$ cat config.mk
export PLATFORM = sky130hd
export DESIGN_NAME = afifo_rd_packer
export DESIGN_NICKNAME = d
export VERILOG_FILES = /design/src/rtl/afifo_rd_packer.sv
export SDC_FILE = /design/constraint.sdc
export NUM_CORES = 1
export LEC_CHECK = 0
export CORE_AREA = 4 4 68 70
export DETAILED_ROUTE_END_ITERATION = 6
export DIE_AREA = 0 0 72 74
export PLACE_DENSITY = 0.76
export SLEW_MARGIN = 20
export SYNTH_ARGS = -nofsm -noshare
export SYNTH_HDL_FRONTEND = slang
export SYNTH_SLANG_ARGS = --single-unit
$ cat constraint.sdc
create_clock -name r_clk -period 2.24 [get_ports r_clk]
set_input_delay 0.448 -clock r_clk [delete_from_list [all_inputs] [get_ports r_clk]]
set_output_delay 0.448 -clock r_clk [all_outputs]
set_load 0.01 [all_outputs]
$ cat src/rtl/afifo_rd_packer.sv
// Read-side drain stage for the afifo: pops bytes, absorbs the one-cycle r_data latency,
// packs pack_ratio bytes little-endian into a valid/ready word and flushes partial words after idle.
module afifo_rd_packer #(
   parameter int unsigned data_width   = 8,
   parameter int unsigned pack_ratio   = 2,
   parameter int unsigned flush_cycles = 16
) (
   input  logic                             r_clk,
   input  logic                             clr_n,
   input  logic                             empty,
   input  logic [data_width-1:0]            r_data,
   output logic                             read_en,
   output logic [data_width*pack_ratio-1:0] out_data,
   output logic [pack_ratio-1:0]            out_keep,
   output logic                             out_valid,
   input  logic                             out_ready
);

   localparam int unsigned WORD_W = data_width * pack_ratio;
   localparam int unsigned CNT_W  = $clog2(pack_ratio + 1);
   localparam int unsigned SUM_W  = CNT_W + 1;
   localparam int unsigned TMR_W  = 8;

   localparam logic [CNT_W-1:0] CNT_FULL = CNT_W'(pack_ratio);
   localparam logic [TMR_W-1:0] TMR_LIM  = TMR_W'(flush_cycles);
   localparam logic             FLUSH_EN = (flush_cycles != 0);

   logic [CNT_W-1:0]  cnt;
   logic [CNT_W-1:0]  cnt_nxt;
   logic              pend;
   logic [TMR_W-1:0]  timer;
   logic [TMR_W-1:0]  timer_nxt;
   logic [WORD_W-1:0] pack;
   logic [WORD_W-1:0] pack_nxt;
   logic [CNT_W-1:0]  lane;
   logic [pack_ratio-1:0] keep_nxt;
   logic slot_free;
   logic xfer_full;
   logic flush_pend;
   logic flush_go;
   logic xfer;
   logic cnt_partial;

   // Transfer decisions and the pop request
   always_comb begin
      slot_free   = !out_valid | out_ready;
      xfer_full   = (cnt == CNT_FULL) & slot_free;
      flush_pend  = FLUSH_EN & (timer == TMR_LIM);
      // A byte landing in the flush cycle completes the word instead of being split off
      flush_go    = flush_pend & !pend & slot_free;
      xfer        = xfer_full | flush_go;
      cnt_partial = (cnt != '0) & (cnt < CNT_FULL);
      read_en     = clr_n & !empty & !flush_pend &
                    (((SUM_W'(cnt) + SUM_W'(pend)) < SUM_W'(pack_ratio)) | xfer_full);
   end

   // Packing register, fill count, idle timer and keep mask next-state
   always_comb begin
      pack_nxt  = xfer ? '0 : pack;
      lane      = xfer ? '0 : cnt;
      cnt_nxt   = (xfer ? '0 : cnt) + CNT_W'(pend);
      timer_nxt = timer;
      keep_nxt  = '0;
      for (int unsigned i = 0; i < pack_ratio; i++) begin
         if (pend && (lane == CNT_W'(i)))
            pack_nxt[i*data_width +: data_width] = r_data;
         keep_nxt[i] = (CNT_W'(i) < cnt);
      end
      if (xfer || pend)
         timer_nxt = '0;
      else if (cnt_partial && (timer != TMR_LIM))
         timer_nxt = timer + TMR_W'(1);
   end

   always_ff @(posedge r_clk or negedge clr_n) begin
      if (!clr_n) begin
         cnt       <= '0;
         pend      <= 1'b0;
         timer     <= '0;
         pack      <= '0;
         out_data  <= '0;
         out_keep  <= '0;
         out_valid <= 1'b0;
      end else begin
         cnt   <= cnt_nxt;
         pend  <= read_en;
         timer <= timer_nxt;
         pack  <= pack_nxt;
         if (xfer) begin
            out_data  <= pack;
            out_keep  <= keep_nxt;
            out_valid <= 1'b1;
         end else if (out_ready) begin
            out_valid <= 1'b0;
         end
      end
   end

endmodule
---- Word-level counts from Yosys, hierarchy flattened ----
Index checks and enable logic that the tools add are counted.
storage, ports and cells
  input bits .............................. 12
  latch bits .............................. 0
  ROM bits ................................ 0
  bits in writable memories ............... 0
  flip-flop bits (word level) ............. 46
  memories ................................ 0
  output and inout port bits .............. 20
  logic and storage cells ................. 51
cells by class
  reduce and logical (&&, ||, !) cells .... 14
  eq/ne operators ......................... 4
  multiply operators ...................... 0
  shifts and indexed selects .............. 0
  muxes and demuxes ....................... 8
  $add $sub $neg .......................... 3
  bitwise operators ....................... 10
  $lt $le $gt $ge ......................... 4
  div/mod/pow operators ................... 0
operators with widths
  cell                 number
  $mux 8               4
  $mux 16              1
  $reduce_bool 2->1    5
  $add 8x1->8 const B  1
  $eq 8x5->1 const B   1
  $ne 8x5->1 const B   1
  $and 1x1->1          7
  $logic_not 1->1      4
  $lt 1x2->1 const A   2
  $add 2x1->3          1
  $logic_and 1x1->1    3
  $lt 3x2->1 const B   1
  $or 1x1->1           3
  $add 2x1->2          1
  $eq 2x1->1 const B   1
  $eq 2x2->1 const B   1
  $logic_not 2->1      1
  $lt 2x2->1 const B   1
  $mux 1               2
  $mux 2               1
  $logic_or 1x1->1     1

---- Longest topological paths before layout ----
Gate-level depths: netlist (run 1).
  depth after elaboration ................. 8
  depth in mapped cells ................... 7
  gate-level depth less buffers ........... 6

---- Least setup slack after synthesis (run 1) ----
Ideal clock, no wire load.
  kind .................................... flip-flop to output port
  start ................................... reg out_valid
  end ..................................... out read_en
  cell stages (with the launch flop) ...... 6
  arrival ................................. 1.372 ns
  required time ........................... 1.792 ns
  path slack .............................. 0.420 ns
  path buffers ............................ 1
  path through ............................ dfrtp_1 nor2b_1 buf_4 a21oi_1 nor2_1 nor4b_1
between the ends
  longest elaborated chain between the ends .. 5
ends and longest elaborated chain
  what                    line  source
  start, declared         15    output logic out_valid,
  start signal, assigned  83    out_valid <= 1'b0;
  start signal, assigned  92    out_valid <= 1'b1;
  start signal, assigned  94    out_valid <= 1'b0;
  $logic_not 1->1         46    slot_free = !out_valid | out_ready;
  $or 1x1->1              46
  $and 1x1->1             47    xfer_full = (cnt == CNT_FULL) & slot_free;
  $or 1x1->1              54    (((SUM_W'(cnt) + SUM_W'(pend)) < SUM_W'(pack_ratio)) | xfer_full);
  $and 1x1->1             53    read_en = clr_n & !empty & !flush_pend &
  end, declared           12    output logic read_en,
No other way between the ends.

---- Worst setup path in the final report (run 1) ----
  start ................................... in out_ready
  end ..................................... out read_en
between the ends
  longest elaborated chain between the ends .. 4
ends and longest elaborated chain
  what             line  source
  start, declared  16    input logic out_ready
  $or 1x1->1       46
  $and 1x1->1      47
  $or 1x1->1       54
  $and 1x1->1      53
No other way between the ends.

==> impl_metrics.json, run 1 <==
{
  "status": "complete, no violations",
  "critPathLaunchType": "input pin",
  "n_antenna_cell": 0,
  "p_sw_uw": 1034,
  "drtIter0Drc": 144,
  "gr-total-overflow": 0,
  "cts_buffers": 5,
  "peakVddDrop_mv": 0.6696,
  "wl_met2_um": 1899,
  "syn_to_final_growth_pct": 25.20,
  "grt_max_degree": 47,
  "maxCapViolCount": 0,
  "power_density_mw_per_mm2": 1235,
  "cts_tree": "built",
  "fp.dieArea_mm2": 0.005328,
  "ys_seq_area_frac": 0.5711,
  "hold_viol": 0,
  "setup-violations-final": 0,
  "cp.required_ns": 1.79,
  "met3WireLength_um": 231,
  "worst-path-max-fanout": 2,
  "htreeDepth": 2,
  "hold_path.class": "input pin to asynchronous set/reset pin",
  "max_freq_ghz": 0.4821,
  "wirelength_um": 3866,
  "insertion_delay_ns": 0.30,
  "drc": 0,
  "clk_pin_slew_ns": 0.08,
  "end_kind": "output port",
  "gr-usage-all-layers": 0.1687,
  "fin_util": 0.6355,
  "vias": 1364,
  "final-max-slew-violation-count": 0,
  "arrival_ns": 1.63,
  "core_mm2": 0.003971,
  "synth_area_per_cell_um2": 12.37,
  "power.share.sequential": 0.418,
  "p_leak_uw": 0.001157,
  "wl_met1_um": 1682,
  "cts-root-buf": "clkbuf_8",
  "vias_per_cell": 5.287,
  "ys_types": 34,
  "slew_headroom": 0.4954,
  "internal_power_uw": 2082,
  "worstMarginPinSlew_ns": 0.7540,
  "swShare": 0.3317,
  "rsz0062_at_grt": "false",
  "path_class": "input pin to output port",
  "netlist.area_leader.share": 0.5711,
  "holdBufCountCts": 0,
  "grt_pass1_vias": 1412,
  "grt_pass1_wl_um": 6858,
  "grt_antenna_before_repair": 0,
  "combPwrFrac": 0.423,
  "drive_gt1_frac": 0.2115,
  "io_pins": 32,
  "netlist.top_cell.by_area": "dfrtp_1",
  "wl_per_cell_um": 14.98,
  "synth.ff_latch_count": 46,
  "dpl.hpwl_um": 2808,
  "synth_area_leaders": "dfrtp_1 (57%), mux2_4 (7.4%), nand2_1 (4.3%), a22o_1 (3.5%), mux2_2 (3.4%)",
  "io_buffers": 31,
  "synthCells": 163,
  "syn-cell-area_mm2": 0.002016,
  "synth_warnings": 0,
  "ant_nets": 0,
  "nets": 221,
  "start_util": 0.5076,
  "synth_nets": 177,
  "die_h_um": 74,
  "fin_crit_sh": 0.9261,
  "cts_buffer_depth": 2,
  "die_w_um": 72,
  "clock_sinks": 46,
  "firstDrtPassIters": 4,
  "power_frac_clock": 0.159,
  "min_period_ns": 2.074,
  "skew_ns": 0.003187,
  "fin_setup_tns_ns": 0,
  "gp_congestion": 0.8558,
  "routed.top_layer": "met4",
  "r2r_slack_ns": 0.25,
  "fp-row-count": 23
}
-- worst paths after layout --
kind | from | to | cells after the start
max | out_ready | read_en | 6
max in group asynchronous | clr_n | out_data[10] | 2
max reg2reg | timer[0] | out_data[5] | 8
min | clr_n | timer[4] | 2
min in group r_clk | clr_n | pend | 2
min reg2reg | out_data[3] | out_data[3] | 1
-- logic make-up after synthesis --
kind of cell,synth area share
compound gates,0.09932
xor+xnor,0.02607
fa+ha+maj,0.01241
simple gates,0.1440
mux,0.1186
buf+inv,0.02856
flops,0.5711
-- per-layer routing --
layer / vias up / GRT usage
met5: - / 0
met4: 0 / 0.05637
met3: 7 / 0.05541
met2: 39 / 0.2673
met1: 661 / 0.2210
li1: 657 / -
-- repair_timing --
item,CTS,global route
endpoints found under the setup margin,1,1
resized for setup,2,2
buffers inserted,0,0
-- sequential cells by signal (all words and copies together), names as in the netlist --
signal     count
out_data      16
out_keep       2
cnt            2
pend           1
pack          16
out_valid      1
timer          8
-- critical path, stage by stage --
cell and delay (ns):
clkdlybuf4s50_1 0.45, nor2b_1 0.05, a21oi_1 0.15, nor2_1 0.08
nor4b_2 0.26, clkbuf_2 0.19
-- metrics by stage --
stage                     worst slack (ns)  instances  hold WS [ns]  area [um2]  power [uW]
after global routing               0.03422        258        0.2785        2524        3345
final                               0.1656        258        0.2311        2524        3116
after CTS                          0.05000        258        0.2524        2527        3156
after detailed placement           -0.3340        250        0.4858        2432        2650
after global placement             -0.3376        250        0.4711        2432        2587
after floorplan                     0.4197        163        0.1524        2016        2115
-- cell usage after synthesis (all sizes together) --
cell type   n
a22o        8
mux2       17
o21bai      1
nand2      23
a31oi       2
nor4b       3
nor2       12
nand4       4
inv         3
or2b        1
buf         3
ha          2
and3        3
nand2b      1
nor2b       4
a311oi      1
dfrtp      46
or2         1
xor2        5
a21oi       6
or3         1
clkbuf      2
o21ai      11
xnor2       1
a2bb2oi     1
mux2i       1
-- placed cells by master, fill, tap and decap left out, types with 2 or more instances in the layout --
cell type / instances
inv_1: 3
clkdlybuf4s50_1: 29
nor2_1: 11
a31oi_1: 2
nand4_1: 4
nor4b_2: 2
buf_4: 10
nand2_1: 23
nor2b_1: 4
xor2_1: 5
o21ai_0: 11
clkbuf_8: 5
a21oi_1: 5
a22o_1: 8
dfrtp_1: 46
and3_1: 3
mux2_4: 10
mux2_2: 6
ha_1: 2
-- power groups by stage --
stage	sequential (uW)	clock (uW)	combinational, uW
finish	1300	497	1320
global route	1350	559	1440
CTS	1310	514	1340
detailed placement	1320	0	1330
global placement	1300	0	1290
floorplan	1350	0	761
-- area by class of cell --
type                            count  area (um2)
Clock buffer                        5       68.82
Clock inverter                      3       21.27
Fill cell                         282        1448
Inverter                            3       11.26
Multi-Input combinational cell    109       813.3
Sequential cell                    46        1151
Tap cell                           50       62.56
Timing Repair Buffer               42       395.4
Power figures use the tool's default switching activity.
==> inputs of run 2 (changes only) <==
- CORE_AREA: 4 4 68 70 -> 4 4 53 90
- DIE_AREA: 0 0 72 74 -> 0 0 57 94
==> run 2 against run 1 <==
Global-route usage fell by 0.31 points. Power about the same. Count of clock-buffer cells in the layout did not move. Maximum frequency up 0.47%. Clock skew increased by 0.0034 ns. Cell count down 1.2%. Flip-flop and latch count did not move.
==> impl_metrics.json, run 2 (same netlist as run 1, synthesis figures left out) <==
{
  "grt_pass1_wl_um": 7024,
  "clk_pin_slew_ns": 0.09,
  "dp_cells": 247,
  "max_freq_ghz": 0.4843,
  "htreeDepth": 2,
  "fp.dieArea_mm2": 0.005358,
  "r2r_start": "timer[0]",
  "arrival_ns": 2.25,
  "hold_ws_ns": 0.2579,
  "syn_to_final_growth_pct": 24.52,
  "final_cells": 255,
  "gr-usage-all-layers": 0.1656,
  "worstMarginPinSlew_ns": 0.8397,
  "internal_power_uw": 2062,
  "crit_slowest_cell": "dfrtp_1",
  "cp.required_ns": 2.42,
  "worst-path-max-fanout": 20,
  "final_common_cell": "dfrtp_1",
  "die_w_um": 57,
  "start_util": 0.4903,
  "swShare": 0.3387,
  "grt_antenna_before_repair": 0,
  "setup-violations-final": 0,
  "cts-root-buf": "clkbuf_8",
  "power.share.sequential": 0.422,
  "skew_ns": 0.006553,
  "nets": 219,
  "gp_congestion": 0.8267,
  "firstDrtPassIters": 4,
  "dpl.hpwl_um": 2930,
  "slew_headroom": 0.4380,
  "status": "complete, no violations",
  "cts_buffers": 5,
  "insertion_delay_ns": 0.30,
  "vias_per_cell": 5.369,
  "ff2ff_path_depth": 7,
  "peakVddDrop_mv": 0.7623,
  "clock_sinks": 46,
  "slowest_delay_ns": 0.39,
  "largestRegisters": "out_data: 16 flops, pack: 16 flops, timer: 8 flops",
  "total_power_uw": 3117,
  "combPwrFrac": 0.413,
  "wl_per_cell_um": 15.67,
  "fin_crit_sh": 0.9218,
  "grt_max_degree": 47,
  "io_pins": 32,
  "power_frac_clock": 0.165,
  "min_period_ns": 2.065,
  "core_mm2": 0.004111,
  "drc": 0,
  "die_h_um": 94,
  "hold_viol": 0,
  "maxCapViolCount": 0,
  "end_kind": "flop",
  "ant_nets": 0,
  "drtIter0Drc": 38,
  "rsz0062_at_grt": "false",
  "r2r_slack_ns": 0.18,
  "n_antenna_cell": 0,
  "io_buffers": 31,
  "hold_path.class": "input pin to asynchronous set/reset pin",
  "fp-row-count": 31,
  "cts_buffer_depth": 2,
  "p_sw_uw": 1056,
  "final_cell_mix": "dfrtp_1 (46), clkdlybuf4s50_1 (29), nand2_1 (23), nor2_1 (11), o21ai_0 (11)",
  "cts_tree": "built",
  "rr_endpoint": "out_data[5]",
  "final-max-slew-violation-count": 0,
  "holdBufCountCts": 0,
  "crit_chain": "inv_1 > ha_1 > nor4b_2 > a21oi_2 > nor2_8 > buf_12 > mux2_2",
  "path_class": "flop to flop",
  "gr-total-overflow": 0,
  "grt_pass1_vias": 1528,
  "vias": 1369,
  "drive_gt1_frac": 0.2039,
  "p_leak_uw": 0.001144,
  "power_density_mw_per_mm2": 1242,
  "wirelength_um": 3997,
  "critPathLaunchType": "flop"
}
-- run 2: what timing repair did --
action                     in CTS  in global routing
hold endpoints to repair        0                  0
setup buffers                   0                  0
gates resized for setup         2                  2
pin swaps                       0                  0
setup endpoints to repair       1                  1
-- run 2: critical path: cells and delay by family (launching register included) --
kind	cells	cell delay (ns)
AO/OA/AOI/OAI	1	0.18
multiplexers	1	0.35
AND/OR/NAND/NOR	2	0.59
flip-flops	1	0.39
adder cells (fa/ha/maj)	1	0.19
buffers and inverters	2	0.26
-- run 2: worst max path at each step --
| stage | start | to | slack, ns | depth (start not counted) |
|---|---|---|---|---|
| after CTS | out_ready | read_en | 0.06 | 6 |
| after floorplan | out_valid | read_en | 0.42 | 5 |
| after global placement | out_ready | read_en | -0.31 | 6 |
| after detailed placement | out_ready | read_en | -0.31 | 6 |
| after global routing | timer[0] | out_data[5] | 0.02 | 7 |
| final | timer[0] | out_data[5] | 0.18 | 7 |
-- run 2: power by group through the flow --
stage | sequential (uW) | combinational (uW) | clock, uW
2_1_floorplan | 1350 | 761 | 0
3_3_place_gp | 1310 | 1250 | 0
3_5_place_dp | 1330 | 1300 | 0
4_1_cts | 1320 | 1300 | 524
5_1_grt | 1350 | 1400 | 566
6_report | 1310 | 1290 | 515
-- run 2: area by class of cell --
cell class	count	area, um2
fillers	359	1602
flip-flops and latches	46	1151
multi-input cells	109	813.3
repair buffers	40	380.4
clock buffers	5	68.82
well taps	49	61.31
clock inverters	3	23.77
inverters	3	11.26
-- run 2: per-stage QoR --
stage / TNS, ns / instance area, um2 / utilization / setup WS [ns]
after floorplan: 0 / 2016 / - / 0.4197
after global placement: -0.3055 / 2416 / 0.5876 / -0.3055
after detailed placement: -0.6896 / 2416 / 0.5876 / -0.3063
after CTS: 0 / 2514 / 0.6114 / 0.05761
after global routing: 0 / 2510 / 0.6105 / 0.02411
final: 0 / 2510 / 0.6105 / 0.1752
-- run 2: routing by layer --
metal / GRT usage / share of wire / vias up
met1: 0.1977 / 0.42 / 674
met3: 0.02889 / 0.038 / 11
met5: 0 / 0 / -
met4: 0.08124 / 0.029 / 0
met2: 0.2824 / 0.51 / 34
li1: - / - / 650
==> inputs of run 3 (changes only) <==
- CORE_AREA: 4 4 53 90 -> 4 4 67 116
- DIE_AREA: 0 0 57 94 -> 0 0 71 120
- GPL_ROUTABILITY_DRIVEN: not set -> 0
- PLACE_DENSITY: 0.76 -> not set
==> run 3 against run 2 <==
Cell count up 16%. Flip-flop and latch count unchanged. Count of clock-buffer cells in the layout up 1. Critical path type is now input pin to output port. Clock skew down 0.0041 ns. Via count up 0.37%. Largest power group is now combinational logic. Hold slack better by 0.066 ns. Clock power up 41%. Routed wire length up 11%. Power up 8.3%. Critical path depth down 1.
==> impl_metrics.json, run 3 (same netlist as run 1, synthesis figures left out) <==
{
  "holdBufCountCts": 0,
  "peakVddDrop_mv": 0.5713,
  "largestRegisters": "out_data: 16 flops, pack: 16 flops, timer: 8 flops",
  "seq_area_mm2": 0.001151,
  "core_mm2": 0.006807,
  "cp.required_ns": 1.79,
  "r2r_start": "timer[0]",
  "die_w_um": 71,
  "vias": 1374,
  "io_pins": 32,
  "power_density_mw_per_mm2": 1279,
  "hold_ws_ns": 0.3243,
  "ant_nets": 0,
  "critPathLaunchType": "input pin",
  "fillers": 689,
  "final-max-slew-violation-count": 0,
  "hold_viol": 0,
  "wl_per_cell_um": 14.98,
  "syn_to_final_growth_pct": 31.04,
  "multi_input_area_um2": 813.3,
  "gr-total-overflow": 0,
  "fin_crit_sh": 0.9172,
  "final_cells": 295,
  "hold_path.class": "input pin to asynchronous set/reset pin",
  "p_leak_uw": 0.001200,
  "path_class": "input pin to output port",
  "end_kind": "output port",
  "r2r_slack_ns": 0.19,
  "cts-root-buf": "clkbuf_16",
  "max_freq_ghz": 0.4867,
  "io_buffers": 31,
  "pre_cts_ws_ns": -0.3132,
  "crit_slowest_cell": "clkdlybuf4s50_1",
  "drive_gt1_frac": 0.2180,
  "cts_buffers": 5,
  "grt_pass1_vias": 1486,
  "clk_pin_slew_ns": 0.06,
  "vias_per_cell": 4.658,
  "grt_antenna_before_repair": 0,
  "worstMarginPinSlew_ns": 0.7268,
  "worst-path-max-fanout": 2,
  "nets": 224,
  "dpl.hpwl_um": 3252,
  "fp-row-count": 40,
  "gr-usage-all-layers": 0.1151,
  "start_util": 0.2961,
  "design_area_mm2": 0.002641,
  "skew_ns": 0.002478,
  "fp.dieArea_mm2": 0.008520,
  "n_antenna_cell": 0,
  "slew_headroom": 0.5136,
  "min_period_ns": 2.055,
  "clock_sinks": 46,
  "grt_pass1_wl_um": 7617,
  "worst_slack_ns": 0.1854,
  "final_cell_mix": "dfrtp_1 (46), clkdlybuf4s50_1 (29), nand2_1 (23), buf_4 (13)",
  "placed_area_mm2": 0.002497,
  "status": "complete, no violations",
  "cp_top_family": "buffers and inverters",
  "drtIter0Drc": 61,
  "cts_tree": "built",
  "crit_chain": "clkdlybuf4s50_1 > nor2b_1 > a21oi_1 > nor2_1 > nor4b_2 > clkbuf_2",
  "drc": 0,
  "wirelength_um": 4420,
  "arrival_ns": 1.61,
  "dp_cells": 287,
  "setup-violations-final": 0,
  "slowest_delay_ns": 0.46,
  "final_common_cell": "dfrtp_1",
  "firstDrtPassIters": 4,
  "die_h_um": 120,
  "grt_max_degree": 47,
  "cts_buffer_depth": 2,
  "maxCapViolCount": 0,
  "crit_start": "out_ready",
  "total_power_uw": 3377,
  "rsz0062_at_grt": "false",
  "htreeDepth": 2,
  "critical_path_buf_inv_count": 2,
  "insertion_delay_ns": 0.29
}
[run 3: changes by cell type in the layout (fill, tap and decap cells not counted), moves of 2 or more]
cell | previous run | this run
clkbuf_8 | 5 | 0
clkinvlp_4 | 2 | 0
clkbuf_16 | 0 | 5
buf_4 | 8 | 13
[run 3: layout make-up]
cell class | count | share of cell area
inverters | 3 | 0.004263
clock inverters | 2 | 0.005211
flip-flops and latches | 46 | 0.4358
multi-input cells | 109 | 0.3079
well taps | 84 | 0.03979
repair buffers | 45 | 0.1582
clock buffers | 6 | 0.04879
[run 3: worst register-to-register path: stages (launching register included)]
cell and delay (ns):
dfrtp_1 0.38, inv_1 0.06, ha_1 0.16, buf_4 0.12, nor4b_2 0.35, a21oi_2 0.18, nor2_8 0.19, buf_4 0.20
mux2_4 0.30
[run 3: per-stage QoR]
step	setup TNS [ns]	util
global placement	-0.2810	0.3669
floorplan	0	-
detailed placement	-0.6027	0.3669
global route	0	0.3881
CTS	0	0.3886
finish	0	0.3881
[run 3: where the power goes]
part           switching (uW)  total (uW)  internal [uW]
sequential                170        1310           1140
clock                     313         727            414
combinational             602        1340            741
[run 3: path summary, 6_finish.rpt]
| check | endpoint | cells past startpoint |
|---|---|---|
| setup / recovery | read_en | 6 |
| min in group r_clk | out_data[3] | 1 |
| hold reg to reg | out_data[3] | 1 |
| hold / removal | pack[2] | 2 |
| setup reg to reg | out_data[13] | 8 |
| max in group asynchronous | out_valid | 2 |
[run 3: what timing repair did]
| item | in CTS | in global routing |
|---|---|---|
| resized for setup | 2 | 2 |
| pin swaps | 0 | 0 |
| buffers inserted | 0 | 0 |
| setup endpoints to repair | 1 | 1 |
[run 3: metal layers]
metal	part of all wire	GRT usage	up-vias
li1	-	-	659
met1	0.40	0.1355	679
met2	0.54	0.1919	29
met3	0.030	0.02012	7
met4	0.029	0.06824	0
met5	0	0	-
